$ cat src/rtl/io_bus_arbiter_if.sv
// Signal bundle between the I/O bus arbiter, its requesting masters and the peripheral bus.
// The arbiter takes the master modport because it drives the peripheral bus.
interface io_bus_arbiter_if #(
  parameter int pRequesters = 4,
  parameter int pAddrWidth  = 15,
  parameter int pDataWidth  = 16
);
  logic [pRequesters-1:0]            iReq;
  logic [pRequesters-1:0]            iWrite;
  logic [pRequesters*pAddrWidth-1:0] iAddr;
  logic [pRequesters*pDataWidth-1:0] iData;
  logic [pRequesters-1:0]            oGrant;
  logic [pRequesters-1:0]            oAck;
  logic                              oError;
  logic [pDataWidth-1:0]             oRData;
  logic [pAddrWidth-1:0]             oBusAddress;
  logic [pDataWidth-1:0]             oBusData;
  logic                              oBusWrite;
  logic                              oBusEnable;
  logic [pDataWidth-1:0]             iBusRData;
  logic                              iBusReady;

  modport master (
    input  iReq, iWrite, iAddr, iData, iBusRData, iBusReady,
    output oGrant, oAck, oError, oRData, oBusAddress, oBusData, oBusWrite, oBusEnable
  );

  modport slave (
    output iReq, iWrite, iAddr, iData, iBusRData, iBusReady,
    input  oGrant, oAck, oError, oRData, oBusAddress, oBusData, oBusWrite, oBusEnable
  );
endinterface

$ cat src/rtl/io_bus_arbiter.sv
// Round-robin arbiter and access sequencer for the I/O controller's internal peripheral bus.
// One owner at a time: IDLE grants, ACCESS waits for ready or timeout, DONE pulses the ack.
module io_bus_arbiter #(
  parameter int pRequesters = 4,
  parameter int pAddrWidth  = 15,
  parameter int pDataWidth  = 16,
  parameter int pTimeout    = 16
) (
  input  logic                 iClk,
  input  logic                 iRst,
  io_bus_arbiter_if.master     bus
);
  localparam int IdxW = $clog2(pRequesters);
  localparam logic [7:0] TimeoutLast = 8'(pTimeout - 1);

  typedef enum logic [1:0] {IDLE, ACCESS, DONE} state_t;

  state_t                  state_q, state_d;
  logic [IdxW-1:0]         owner_q, owner_d;
  logic [IdxW-1:0]         last_q, last_d;
  logic [pRequesters-1:0]  grant_q, grant_d;
  logic [pAddrWidth-1:0]   addr_q, addr_d;
  logic [pDataWidth-1:0]   data_q, data_d;
  logic                    write_q, write_d;
  logic [7:0]              count_q, count_d;
  logic                    error_q, error_d;
  logic [pDataWidth-1:0]   rdata_q, rdata_d;

  logic [pAddrWidth-1:0]   addr_arr [pRequesters];
  logic [pDataWidth-1:0]   data_arr [pRequesters];

  generate
    for (genvar gi = 0; gi < pRequesters; gi++) begin : g_unpack
      assign addr_arr[gi] = bus.iAddr[gi*pAddrWidth +: pAddrWidth];
      assign data_arr[gi] = bus.iData[gi*pDataWidth +: pDataWidth];
    end
  endgenerate

  // Search starts just after the last owner so every waiting master gets its turn.
  logic            pick_valid;
  logic [IdxW-1:0] pick_idx;
  logic [IdxW-1:0] cand_idx;
  int              cand;

  always_comb begin
    pick_valid = 1'b0;
    pick_idx   = '0;
    cand       = 0;
    cand_idx   = '0;
    for (int k = 1; k <= pRequesters; k++) begin
      cand     = (int'(last_q) + k) % pRequesters;
      cand_idx = IdxW'(cand);
      if (!pick_valid && bus.iReq[cand_idx]) begin
        pick_valid = 1'b1;
        pick_idx   = cand_idx;
      end
    end
  end

  always_comb begin
    state_d = state_q;
    owner_d = owner_q;
    last_d  = last_q;
    grant_d = grant_q;
    addr_d  = addr_q;
    data_d  = data_q;
    write_d = write_q;
    count_d = count_q;
    error_d = error_q;
    rdata_d = rdata_q;
    case (state_q)
      IDLE: begin
        if (pick_valid) begin
          state_d           = ACCESS;
          owner_d           = pick_idx;
          grant_d           = '0;
          grant_d[pick_idx] = 1'b1;
          addr_d            = addr_arr[pick_idx];
          data_d            = data_arr[pick_idx];
          write_d           = bus.iWrite[pick_idx];
          count_d           = '0;
        end
      end
      ACCESS: begin
        count_d = count_q + 8'd1;
        // Ready takes priority over a simultaneous request drop.
        if (bus.iBusReady) begin
          rdata_d = write_q ? '0 : bus.iBusRData;
          error_d = 1'b0;
          last_d  = owner_q;
          state_d = DONE;
        end else if (!bus.iReq[owner_q]) begin
          grant_d = '0;
          count_d = '0;
          last_d  = owner_q;
          state_d = IDLE;
        end else if (count_q == TimeoutLast) begin
          rdata_d = '1;
          error_d = 1'b1;
          last_d  = owner_q;
          state_d = DONE;
        end
      end
      DONE: begin
        grant_d = '0;
        error_d = 1'b0;
        rdata_d = '0;
        count_d = '0;
        state_d = IDLE;
      end
      default: state_d = IDLE;
    endcase
  end

  always_ff @(posedge iClk or posedge iRst) begin
    if (iRst) begin
      state_q <= IDLE;
      owner_q <= '0;
      last_q  <= IdxW'(pRequesters - 1);
      grant_q <= '0;
      addr_q  <= '0;
      data_q  <= '0;
      write_q <= 1'b0;
      count_q <= '0;
      error_q <= 1'b0;
      rdata_q <= '0;
    end else begin
      state_q <= state_d;
      owner_q <= owner_d;
      last_q  <= last_d;
      grant_q <= grant_d;
      addr_q  <= addr_d;
      data_q  <= data_d;
      write_q <= write_d;
      count_q <= count_d;
      error_q <= error_d;
      rdata_q <= rdata_d;
    end
  end

  // Bus outputs are gated by state so they read zero outside ACCESS.
  assign bus.oGrant      = grant_q;
  assign bus.oAck        = (state_q == DONE) ? grant_q : '0;
  assign bus.oError      = error_q;
  assign bus.oRData      = rdata_q;
  assign bus.oBusEnable  = (state_q == ACCESS);
  assign bus.oBusAddress = (state_q == ACCESS) ? addr_q : '0;
  assign bus.oBusData    = (state_q == ACCESS) ? data_q : '0;
  assign bus.oBusWrite   = (state_q == ACCESS) && write_q;
endmodule

$ cat src/flat_wrapper.sv
// flat-port wrapper written by rule: the top's interface ports become plain ports
module io_bus_arbiter_flat 
#(
  parameter int pRequesters = 4,
  parameter int pAddrWidth  = 15,
  parameter int pDataWidth  = 16,
  parameter int pTimeout    = 16
)
  (iClk, iRst, bus_iReq, bus_iWrite, bus_iAddr, bus_iData, bus_iBusRData, bus_iBusReady, bus_oGrant, bus_oAck, bus_oError, bus_oRData, bus_oBusAddress, bus_oBusData, bus_oBusWrite, bus_oBusEnable);
  io_bus_arbiter_if #(.pRequesters(pRequesters), .pAddrWidth(pAddrWidth), .pDataWidth(pDataWidth)) bus_i ();
  input  logic iClk;
  input  logic iRst;
  input wire logic [$bits(bus_i.iReq)-1:0] bus_iReq;
  input wire logic [$bits(bus_i.iWrite)-1:0] bus_iWrite;
  input wire logic [$bits(bus_i.iAddr)-1:0] bus_iAddr;
  input wire logic [$bits(bus_i.iData)-1:0] bus_iData;
  input wire logic [$bits(bus_i.iBusRData)-1:0] bus_iBusRData;
  input wire logic [$bits(bus_i.iBusReady)-1:0] bus_iBusReady;
  output wire logic [$bits(bus_i.oGrant)-1:0] bus_oGrant;
  output wire logic [$bits(bus_i.oAck)-1:0] bus_oAck;
  output wire logic [$bits(bus_i.oError)-1:0] bus_oError;
  output wire logic [$bits(bus_i.oRData)-1:0] bus_oRData;
  output wire logic [$bits(bus_i.oBusAddress)-1:0] bus_oBusAddress;
  output wire logic [$bits(bus_i.oBusData)-1:0] bus_oBusData;
  output wire logic [$bits(bus_i.oBusWrite)-1:0] bus_oBusWrite;
  output wire logic [$bits(bus_i.oBusEnable)-1:0] bus_oBusEnable;
  assign bus_i.iReq = bus_iReq;
  assign bus_i.iWrite = bus_iWrite;
  assign bus_i.iAddr = bus_iAddr;
  assign bus_i.iData = bus_iData;
  assign bus_i.iBusRData = bus_iBusRData;
  assign bus_i.iBusReady = bus_iBusReady;
  assign bus_oGrant = bus_i.oGrant;
  assign bus_oAck = bus_i.oAck;
  assign bus_oError = bus_i.oError;
  assign bus_oRData = bus_i.oRData;
  assign bus_oBusAddress = bus_i.oBusAddress;
  assign bus_oBusData = bus_i.oBusData;
  assign bus_oBusWrite = bus_i.oBusWrite;
  assign bus_oBusEnable = bus_i.oBusEnable;
  io_bus_arbiter #(.pRequesters(pRequesters), .pAddrWidth(pAddrWidth), .pDataWidth(pDataWidth), .pTimeout(pTimeout)) u_core (.iClk(iClk), .iRst(iRst), .bus(bus_i));
endmodule
$ cat config.mk
export PLATFORM = sky130hd
export DESIGN_NAME = io_bus_arbiter_flat
export DESIGN_NICKNAME = d
export VERILOG_FILES = /design/src/rtl/io_bus_arbiter_if.sv /design/src/rtl/io_bus_arbiter.sv /design/src/flat_wrapper.sv
export SDC_FILE = /design/constraint.sdc
export NUM_CORES = 1
export LEC_CHECK = 0
export ABC_AREA = 1
export CAP_MARGIN = 20
export CORE_MARGIN = 2
export CORE_UTILIZATION = 47
export DETAILED_ROUTE_END_ITERATION = 12
export PLACE_DENSITY = 0.91
export SYNTH_ARGS = -nofsm -noshare
export SYNTH_HDL_FRONTEND = slang
export SYNTH_SLANG_ARGS = --single-unit
$ cat constraint.sdc
create_clock -name iClk -period 4.4 [get_ports iClk]
set_input_delay 0.88 -clock iClk [delete_from_list [all_inputs] [get_ports iClk]]
set_output_delay 0.88 -clock iClk [all_outputs]
set_load 0.03 [all_outputs]
==> summary.txt, run 1 <==
STA
  • Final Hold Fails: 0
  • Tightest Pin Transition: between 1000 and 1500 ps
  • FMAX: 266 MHz
  • Fin crit share: 85.4%
  • RSZ-0062 raised after global routing: no
  • Clock skew: 8.57 ps
  • Setup-failing EPs final: 0
  • Final min period: around 3800 ps
  • Post-Route Setup TNS: 0 ps
  • Rel. slew slack: 31.3%
  • Fin. max-slew vios: 0
  • Worst hold slack: 483 ps

Worst setup path
  • Critical path buffers and inverters: 4
  • Highest-delay cell along the critical path: ha_1
  • Crit-path leading delay family: buffers and inverters
  • CP max stage delay: between 800 and 900 ps
  • Critical Path Fanout Max: 28
  • Worst Path Required: between 3000 and 4000 ps
  • WS Path Type: reg2out
  • CP dominant cell by count: inv_1
  • Crit end category: output pin
  • Worst EP arrival: about 2900 ps
  • Critical path, cell by cell: inv_1, ha_1, buf_4, nand2_1, inv_1, clkdlybuf4s50_1
  • Startpoint types: register

Yosys
  • Post-synth cell types: 34
  • Register area share after synthesis: 34.2%
  • Synth top area share: between 30% and 40%
  • Syn nets: 935
  • Post-Syn Instances: roughly 780
  • Synth area leader: dfrtp_1
  • Mean Syn Cell Area: between 6 and 7 um2
  • Netlist Area Pre-Place: 4910 um2
  • Synth area leaders: dfrtp_1, nand2_1, nand3_1, inv_1, nand2_2
  • Yosys reg bits: 67
  • Synth warnings: 0

Placement
  • Port Buf Inserts: 208
  • Gp weighted congestion: 0.865
  • Placed cells: 1088
  • HPWL after DPL: 10900 um

Final layout
  • Non-filler cells, final: 1104
  • Fin nets: between 1000 and 1500
  • N_diodes: 0
  • Commonest non-fill, non-tap cell in the layout: nand2_1
  • Multi-input logic area: 2640 um2
  • Synth-to-Final Area Change: 45.6%
  • FF/Latch Area: ~1700 um2
  • Fill cells: 875
  • Layout cells sized above 1: between 8 and 9%
  • Commonest non-fill, non-tap cells in the layout: nand2_1, clkdlybuf4s50_1, inv_1, nand3_1, dfrtp_1

Power and ir drop
  • Worst VDD drop: ~0.55 mV
  • Pint: around 2.5 mW
  • Sequential share of power: 18.6%
  • Clk pwr share: 8.9%
  • Leakage: 3.78 nW
  • Sw Pwr: around 3.1 mW
  • Pwr/cell area: ~800 nW/um2
  • Combinational power share: 72.5%
  • Switching Fraction: 55.1%

Detailed routing
  • Routed length on met2: 7120 um
  • Via-to-Cell Ratio: 5.01
  • WL final: 15100 um
  • Highest metal used: met4
  • Initial DRT Pass Iterations: 5
  • Wirelength per Cell: 13.6 um
  • Via count of the routed design: 5528
  • DR WL met3: 1010 um
  • Met1 wire length: 6410 um
  • ANT nets after route: 0
  • DR iter-0 viols: ~400
  • DRC Markers: 0

Global route
  • Grt total ovfl: 0
  • Largest net degree at the start of global routing: 69
  • Number of antenna violations at the first check in global routing: 0
  • Global-route wire length before repair: 24700 um
  • Vias in the first global route: around 5200
  • All-layer global routing usage: 27.1%

Floorplanning
  • Num rows: 37
  • Die extent in x: 106 um
  • Starting Density: between 40% and 50%
  • Die ar.: 11300 um2
  • Top Ports: 209
  • Die height: 106 um
  • Core Footprint: slightly above 10000 um2

Clock network
  • Clock sinks: between 60 and 70
  • Clock transition at the registers of the reported paths: 70 ps
  • Root buffer cell: clkbuf_8
  • CTS Buf Count: 9
  • TritonCTS clock tree: yes
  • Clock Path Buffers: 2
  • H-tree depth: 3
  • Postcts setup bufs: 0
  • Post-cts resize count: 0
  • CTS Hold Bufs: 0
  • Skew-Pair Late Insertion Delay: between 300 and 400 ps

Hold path
  • HP Class: reg2reg

Outcome
  • Outcome: completed

Run
  • Max Cap Violations: 0
==> cell usage after synthesis <==
cell type  instances
dfstp_2            2
buf_4              6
nand3_2           11
nor3b_1            1
nor2_4             1
nor3_2             1
buf_2             19
o21ai_1            6
a31oi_1            1
or2_1              1
nand4_1            4
nand2_1          384
nor2_1             5
o21ai_0           16
ha_1               5
o22ai_1           17
a21oi_4            1
buf_6              5
a21oi_1           26
o31ai_1            1
nor3_1             2
clkinv_1           1
inv_1             77
dfrtp_1           65
buf_12             2
nand3_1           66
nor2_2             1
nand2_4            1
buf_1              3
nand2_2           28
nor4_1             1
xor2_1             3
inv_2              6
clkbuf_1          10
==> stage by stage <==
stage / utilization [%] / worst slack, ps / area [um2] / power [mW]
after global routing: 69.9 / 526 / 7150 / 6.26
final: 69.9 / 643 / 7150 / 5.68
after floorplan: - / 1830 / 4910 / 4.23
after detailed placement: 68.0 / 1050 / 6960 / 5.17
after global placement: 67.9 / 1110 / 6950 / 5.07
after CTS: 69.9 / 666 / 7150 / 5.69
==> per-layer routing <==
| metal | up-vias | GRT usage, % |
|---|---|---|
| met5 | - | 0 |
| met4 | 0 | 11.4 |
| met2 | 242 | 44.0 |
| li1 | 2773 | - |
| met1 | 2471 | 35.7 |
| met3 | 42 | 4.60 |
==> state kept, by name, indices dropped and copies added, names as in the netlist, 2 cells and up <==
signal	count
u_core.addr_q	15
u_core.bus.oGrant	4
u_core.bus.oRData	16
u_core.count_q	8
u_core.data_q	16
u_core.last_q	2
u_core.owner_q	2
u_core.state_q	2
==> logic make-up (layout without fill, tap and decap cells) <==
family / count (synthesis) / in the layout / synth area share (%)
and+or+nand+nor: 507 / 507 / 44.1
xor gates and xnor gates: 3 / 3 / 0.535
AOI/OAI and AO/OA: 68 / 68 / 7.66
buffers and inverters: 129 / 318 / 12.2
adders and majority gates: 5 / 5 / 1.27
DFF: 67 / 67 / 34.2
==> worst reg2reg max path, cell delays in order (launching register included) <==
cell	delay, ps
dfrtp_1	410
inv_1	110
ha_1	840
inv_1	130
a21oi_1	310
buf_4	210
nand3_1	450
o22ai_1	390
==> path summary, 6_finish.rpt <==
path | from | endpoint | slack, ps | cells after the start
worst max-delay path | u_core.state_q[1] | bus_oBusAddress[9] | 640 | 6
worst min-delay path | u_core.data_q[8] | u_core.data_q[8] | 480 | 2
worst max register to register | u_core.state_q[1] | u_core.bus.oRData[12] | 1440 | 7
worst min register to register | u_core.data_q[8] | u_core.data_q[8] | 480 | 2
max in group asynchronous | iRst | u_core.bus.oRData[8] | 2470 | 3
min in group asynchronous | iRst | u_core.addr_q[3] | 1030 | 2
==> power groups by stage <==
stage / sequential, mW / combinational, mW / clock [mW]
5_1_grt: 1.08 / 4.65 / 0.539
2_1_floorplan: 1.14 / 3.09 / 0
6_report: 1.05 / 4.12 / 0.506
3_3_place_gp: 1.05 / 4.02 / 0
4_1_cts: 1.05 / 4.14 / 0.511
3_5_place_dp: 1.06 / 4.12 / 0
==> final cells by class <==
class                           count  area share [%]
Clock inverter                      5           0.735
Tap cell                          136            2.38
Multi-Input combinational cell    583            36.8
Inverter                           84            4.41
Timing Repair Buffer              218            30.2
Clock buffer                       11            1.98
Sequential cell                    67            23.5
Power figures use the tool's default switching activity.
==> inputs of run 2 (changes only) <==
--- a/config.mk
+++ b/config.mk
@@ -5,12 +5,11 @@
 export SDC_FILE = /design/constraint.sdc
 export NUM_CORES = 1
 export LEC_CHECK = 0
-export ABC_AREA = 1
 export CAP_MARGIN = 20
 export CORE_MARGIN = 2
-export CORE_UTILIZATION = 47
+export CORE_UTILIZATION = 41
 export DETAILED_ROUTE_END_ITERATION = 12
-export PLACE_DENSITY = 0.91
+export PLACE_DENSITY = 0.85
 export SYNTH_ARGS = -nofsm -noshare
 export SYNTH_HDL_FRONTEND = slang
 export SYNTH_SLANG_ARGS = --single-unit
==> constraint.sdc (replaced) <==
create_clock -name iClk -period 4.3 [get_ports iClk]
set_input_delay 0.86 -clock iClk [delete_from_list [all_inputs] [get_ports iClk]]
set_output_delay 0.86 -clock iClk [all_outputs]
set_load 0.03 [all_outputs]
==> run 2 against run 1 <==
  * Synthesized cell count fell by 39%
  * Die area fell by 1.2%
  * Global-route usage fell by 2.5 points
  * Combinational power fell by 39%
  * Clock skew rose by 2.7 ps
  * Area after synthesis fell by 14%
  * Worst setup slack improved by 200 ps
  * Final area fell by 8.1%
  * Routed wire length fell by 8.7%
  * Register-to-register slack improved by 380 ps
  * Sequential share of layout area rose by 2.1 points
  * Clock-buffer cell count rose by 1
  * Critical path type unchanged
==> summary.txt, run 2 <==
Detailed routing
  • Via-to-Cell Ratio: 5.65 (+13%)
  • Wirelength per Cell: 17.2 um (+26%)
  • WL final: 13700 um (-8.7%)
  • ANT nets after route: 0 (unchanged)
  • DRC Markers: 0 (unchanged)
  • DR iter-0 viols: 313 (-22%)
  • Via count of the routed design: 4512 (-18%)
  • Initial DRT Pass Iterations: 5 (unchanged)

STA
  • Final Hold Fails: 0 (unchanged)
  • Setup-failing EPs final: 0 (unchanged)
  • Rel. slew slack: 29.4% (-1.9 points)
  • Fin crit share: 80.4%
  • Fin. max-slew vios: 0 (unchanged)
  • Post-Route Setup TNS: 0 ps (unchanged)
  • Final min period: 3460 ps
  • FMAX: 289 MHz
  • Worst hold slack: 507 ps (+24.0 ps)
  • RSZ-0062 raised after global routing: no
  • Tightest Pin Transition: 1060 ps (+27.8 ps)
  • Clock skew: 11.3 ps (+2.69 ps)

Clock network
  • H-tree depth: 3 (unchanged)
  • CTS Buf Count: 9 (unchanged)
  • Clock Path Buffers: 2 (unchanged)
  • Root buffer cell: clkbuf_8
  • TritonCTS clock tree: yes
  • Post-cts resize count: 0 (unchanged)
  • CTS Hold Bufs: 0 (unchanged)
  • Skew-Pair Late Insertion Delay: 350 ps (about the same)
  • Clock sinks: 67 (unchanged)
  • Postcts setup bufs: 0 (unchanged)
  • Clock transition at the registers of the reported paths: 80 ps (about the same)

Yosys
  • Synth warnings: 0 (unchanged)
  • Post-synth cell types: 49 (+44%)
  • Count leader, synth: dfrtp_1
  • Post-synth EDFFs: 0 (unchanged)
  • Register area share after synthesis: 39.7% (+5.5 points)
  • Yosys reg bits: 67 (unchanged)
  • Synth top area share: 38.4% (+5.3 points)
  • Top_reg_cell synth: dfrtp_1
  • Commonest cells post-synth: dfrtp_1, a31oi_1, nor2_1
  • FFs w/ async S/R, synth: 100% (unchanged)
  • Post-Syn Instances: 474 (-39%)
  • Mean Syn Cell Area: 8.93 um2 (+42%)
  • Synth area leader: dfrtp_1
  • Synth area leaders: dfrtp_1, a31oi_1, o311a_1, a22oi_1, and2_1
  • Syn nets: 630 (-33%)
  • Netlist Area Pre-Place: 4230 um2 (-14%)

Worst setup path
  • Startpoint types: register
  • Crit end category: output pin
  • WS Path Type: reg2out
  • Worst Path Required: 3440 ps (-80 ps)
  • Critical Path Fanout Max: 24 (-14%)
  • Critical Path Start: u_core.state_q[1]
  • Reg2reg start: u_core.last_q[0]
  • Worst EP arrival: 2600 ps (-280 ps)

Power and ir drop
  • Switching Fraction: 44.9% (-10 points)
  • Worst VDD drop: 0.273 mV (-51%)
  • Combinational power share: 59.9% (-13 points)
  • Leakage: 2.73 nW (-28%)
  • Sequential share of power: 25.9% (+7.3 points)
  • Pwr/cell area: 643 nW/um2 (-19%)
  • Power Total: 4.23 mW (-25%)
  • Pint: 2.33 mW (-8.6%)
  • Sw Pwr: 1.90 mW (-39%)
  • Clk pwr share: 14.2% (+5.3 points)

Final layout
  • Commonest non-fill, non-tap cell in the layout: clkdlybuf4s50_1
  • Finished Core Util: 64.6% (-5.3 points)
  • Synth-to-Final Area Change: 55.3%
  • Fin nets: 814 (-27%)
  • Commonest non-fill, non-tap cells in the layout: clkdlybuf4s50_1, dfrtp_1, a31oi_1, nor2_1, and2_1
  • N_diodes: 0 (unchanged)
  • Layout cells sized above 1: 6.94% (-1.1 points)

Run
  • Max Cap Violations: 0 (unchanged)

Floorplanning
  • Die height: 106 um (-0.60%)
  • Starting Density: 41.6% (-6.5 points)
  • Die ar.: 11200 um2 (-1.2%)
  • Die extent in x: 106 um (-0.60%)
  • Top Ports: 209 (unchanged)
  • Num rows: 37 (unchanged)
  • Core Footprint: 10200 um2 (-0.45%)

Global route
  • All-layer global routing usage: 24.5% (-2.5 points)
  • Gr busiest metal: met2
  • Grt total ovfl: 0 (unchanged)
  • Global-route wire length before repair: 21600 um (-13%)
  • Met2 usage: 43.8% (-0.13 points)
  • Met3 Track Usage GR: 4.95% (+0.35 points)
  • Largest net degree at the start of global routing: 47 (-32%)
  • Vias in the first global route: 4542 (-13%)
  • Met1 usage: 28.7% (-7.0 points)
  • Number of antenna violations at the first check in global routing: 0 (unchanged)

Hold path
  • HP Class: reg2reg
  • Hold_sp: u_core.bus.oRData[3]

Placement
  • Port Buf Inserts: 208 (unchanged)
  • Gp weighted congestion: 0.861 (-0.47%)
  • HPWL after DPL: 10400 um (-4.6%)

Outcome
  • Outcome: completed
-- run 2: cell count changes after synthesis, moves of 27 or more --
cell     change
inv_1       -53
nor2_1      +39
and2_1      +36
a22oi_1     +31
o311a_1     +27
nand2_1    -355
nand2_2     -28
nand3_1     -63
a31oi_1     +57
-- run 2: final timing paths --
kind | to | slack (ps) | cells after the start
hold / removal | u_core.bus.oRData[3] | 510 | 1
setup / recovery | bus_oBusAddress[2] | 840 | 5
max in group asynchronous | u_core.data_q[3] | 2530 | 3
setup reg to reg | u_core.data_q[1] | 1820 | 7
hold reg to reg | u_core.bus.oRData[3] | 510 | 1
min in group asynchronous | u_core.bus.oGrant[1] | 830 | 2
-- run 2: metrics by stage --
stage	instances	cell area, um2	worst slack (ps)
after floorplan	474	4230	1760
after global placement	783	6350	1030
after detailed placement	783	6350	854
after CTS	799	6580	810
after global routing	799	6580	682
final	799	6580	843
-- run 2: logic make-up (layout without fill, tap and decap cells) --
logic type / count (synthesis) / in the layout / share of synthesized area [%]
AO/OA/AOI/OAI: 187 / 187 / 31.9
AND/OR/NAND/NOR: 132 / 132 / 15.8
buffers and inverters: 69 / 258 / 7.45
flip-flops: 67 / 67 / 39.7
multiplexers: 11 / 11 / 3.16
adder cells (fa/ha/maj): 5 / 5 / 1.48
XOR/XNOR: 3 / 3 / 0.621
-- run 2: layer usage --
| metal | share of wire [%] | up-vias |
|---|---|---|
| met5 | 0 | - |
| met1 | 41 | 2118 |
| met3 | 6.8 | 31 |
| met2 | 50 | 214 |
| met4 | 2.6 | 0 |
| li1 | - | 2149 |
-- run 2: power by group through the flow --
stage / Clock, mW / Combinational (mW) / Sequential (mW)
global placement: 0 / 2.48 / 1.09
finish: 0.601 / 2.53 / 1.10
detailed placement: 0 / 2.53 / 1.11
CTS: 0.612 / 2.54 / 1.10
floorplan: 0 / 1.59 / 1.17
global route: 0.641 / 2.73 / 1.13
-- run 2: final cells by class --
type	count	area [um2]
clock buffer	12	155
timing repair buffer	218	2160
tap	136	170
inverter	24	90.1
clock inverter	4	72.6
multi-input combinational	338	2250
fill	847	3610
sequential	67	1680
-- run 2: worst max-delay path, cell delays in order (launching register included) --
cell and delay [ps]:
dfrtp_1 410, inv_1 110, ha_1 490, buf_4 340, and2_1 170, clkdlybuf4s50_1 700
==> RTL change: new RTL, settings of run 1 <==
Reset style: synchronous (`iRst`), changed in one clocked block.
--- a/src/rtl/io_bus_arbiter.sv
+++ b/src/rtl/io_bus_arbiter.sv
@@ -114,3 +114,3 @@
 
-  always_ff @(posedge iClk or posedge iRst) begin
+  always_ff @(posedge iClk) begin
     if (iRst) begin
Behaviour: differs if iRst is asserted again (counterexample within 4 cycles, from zero or initial values and one cycle with iRst high); with iRst held inactive, the same outputs for 4 cycles.
==> RTL change against run 1 <==
Sequential power decreased by 11%. Area after synthesis increased by 0.51%. Maximum frequency increased by 21%. Cell area decreased by 1.4%. Worst hold slack got worse by 20 ps. Final cell count increased by 5.5%. Power decreased by 12%. Count of clock-buffer cells in the layout decreased by 2. Wire length decreased by 1.7%. Sequential share of layout area decreased by 4.5 points. Worst setup slack improved by 650 ps. Sequential cell count unchanged. Non-clock buffer count decreased by 4.
==> RTL change: results (changes against run 1) <==
DR pass1 iterations -> 5 (unchanged)
top cells by area, synth -> dfxtp_1 (27%), nand2_1 (25%), nand3_1 (11%)
Post-synth top cells -> nand2_1 (325), nand3_1 (108), inv_1 (93), nor2_1 (85), dfxtp_1 (67)
Reg2Reg Launch Point -> u_core.last_q[1]
area of placed instances -> 6870 µm² (-1.3%)
total CTS buffers -> 9 (unchanged)
RD Place Congestion -> 0.914 (+5.7%)
initial antenna violation count -> 0 (unchanged)
Clock Skew -> 10.3 ps (+1.69 ps)
Slew @ Worst Pin -> 866 ps (-165 ps)
crit path DAT -> 3410 ps (+530 ps)
post-synthesis sequential area ratio -> 27.2% (-7.0 points)
H-tree depth -> 3 (unchanged)
largest net degree at the start of global routing -> 70 (+1.4%)
vias in the first global route -> 5223 (-0.27%)
Yosys cell types -> 36 (+5.9%)
r2r worst-path depth -> 14 (+7)
All-Layer GR Usage -> 25.6% (-1.4 points)
worst-skew pair later-pin latency -> 350 ps
Clock Path Buffers -> 2 (unchanged)
Critical Path Fanout Max -> 69 (+150%)
Hold Path Origin -> u_core.bus.oRData[3]
fillers -> 924 (+5.6%)
FF-to-FF End -> u_core.data_q[2]
outcome -> completed
hold endpoint -> u_core.bus.oRData[3]
Mapped Cells -> 852 (+9.4%)
via/cell ratio -> 4.92 (-1.8%)
hpwl dp -> 10.7 mm (-2.0%)
setup slack, reg-to-reg -> 1700 ps (+260 ps)
Yosys warnings -> 0 (unchanged)
I/O Buffers -> 208 (unchanged)
ys flop type -> dfxtp_1
Post-Syn Nets -> 1008 (+7.8%)
clock transition at the registers of the reported paths -> 70 ps (about the same)
vias -> 5728 (+3.6%)
first-pass GRT wire length -> 24.0 mm (-3.0%)
CTS resizes -> 0 (unchanged)
pre-CTS setup slack -> 971 ps (-76.1 ps)
leakage power -> 3.64 nW (-4.0%)
Iteration-0 DRC Markers -> 386 (-4.2%)
ys async rst share -> 0% (-100 points)
WHS Path Cells -> 2 (unchanged)
peak supply drop -> 0.575 mV (+3.8%)
n_diodes -> 0 (unchanged)
Hold Crit Class -> flop to flop
layout cells sized above 1 -> 5.93% (-2.1 points)
Net count, final -> 1181 (+5.5%)
drt total wl -> 14.8 mm (-1.7%)
RTL change: changes by cell type in the layout (fill, tap and decap cells not counted), sizes merged, moves of 12 or more:
cell | before | now
inv | 83 | 99
nor2 | 7 | 87
nand2 | 413 | 346
dfrtp | 65 | 0
nand3b | 0 | 13
o21ai | 22 | 10
o22ai | 17 | 0
nand3 | 77 | 111
a21oi | 27 | 48
dfxtp | 0 | 67
RTL change: how the worst max path moves through the flow:
stage / start / to / slack, ps / cells after the start
after global routing: bus_iReq[3] / u_core.write_q / 1000 / 14
after CTS: bus_iReq[2] / u_core.data_q[2] / 1320 / 14
after detailed placement: bus_iReq[2] / u_core.bus.oGrant[3] / 970 / 14
after floorplan: u_core.state_q[1] / bus_oBusAddress[10] / 1910 / 6
after global placement: bus_iReq[2] / u_core.addr_q[14] / 1050 / 13
final: bus_iReq[3] / u_core.data_q[2] / 1290 / 14
RTL change: cells by family after synthesis:
group,count (synthesis),share of synthesized area (%)
and+or+nand+nor,563,49.1
buffers and inverters,152,15.2
DFF,67,27.2
AOI/OAI and AO/OA,63,6.86
adders and majority gates,5,1.27
xor gates and xnor gates,2,0.355
RTL change: cell type report:
| class | count | area [µm²] | share of cell area, % |
|---|---|---|---|
| Tap cell | 136 | 170 | 2.41 |
| Inverter | 100 | 380 | 5.39 |
| Clock inverter | 6 | 57.6 | 0.816 |
| Timing Repair Buffer | 214 | 2130 | 30.3 |
| Sequential cell | 67 | 1340 | 19.0 |
| Clock buffer | 9 | 124 | 1.76 |
| Multi-Input combinational cell | 633 | 2850 | 40.3 |
RTL change: through the flow:
step / total power [mW] / util (%) / hold slack [ps]
after floorplan: 3.90 / - / 471
after global placement: 4.43 / 66.9 / 448
after detailed placement: 4.49 / 66.9 / 453
after CTS: 4.99 / 68.6 / 464
after global routing: 5.51 / 68.6 / 482
final: 4.99 / 68.6 / 463
RTL change: critical path, cell delays in order:
cell and delay (ps):
clkdlybuf4s50_1 440, nand2_1 130, nand2_2 80, nand2_1 50
nand2_1 100, nor2_4 190, nand3_4 300, nand2_4 680
nand2_1 120, nand2_1 100, nand2_1 50, nand3_1 120
nand2_1 60, inv_1 40
RTL change: report_power, final:
part           internal [mW]  total, mW  switching, mW
sequential             0.805      0.931          0.126
combinational           1.22       3.58           2.36
clock                  0.254      0.485          0.231
RTL change: per-layer routing:
metal | track usage [%] | vias to the layer above | share of wire, %
met5 | 0 | - | 0
met4 | 10.2 | 0 | 2.7
met3 | 4.17 | 30 | 5.6
met2 | 45.7 | 168 | 49
met1 | 30.7 | 2566 | 43
li1 | - | 2964 | -
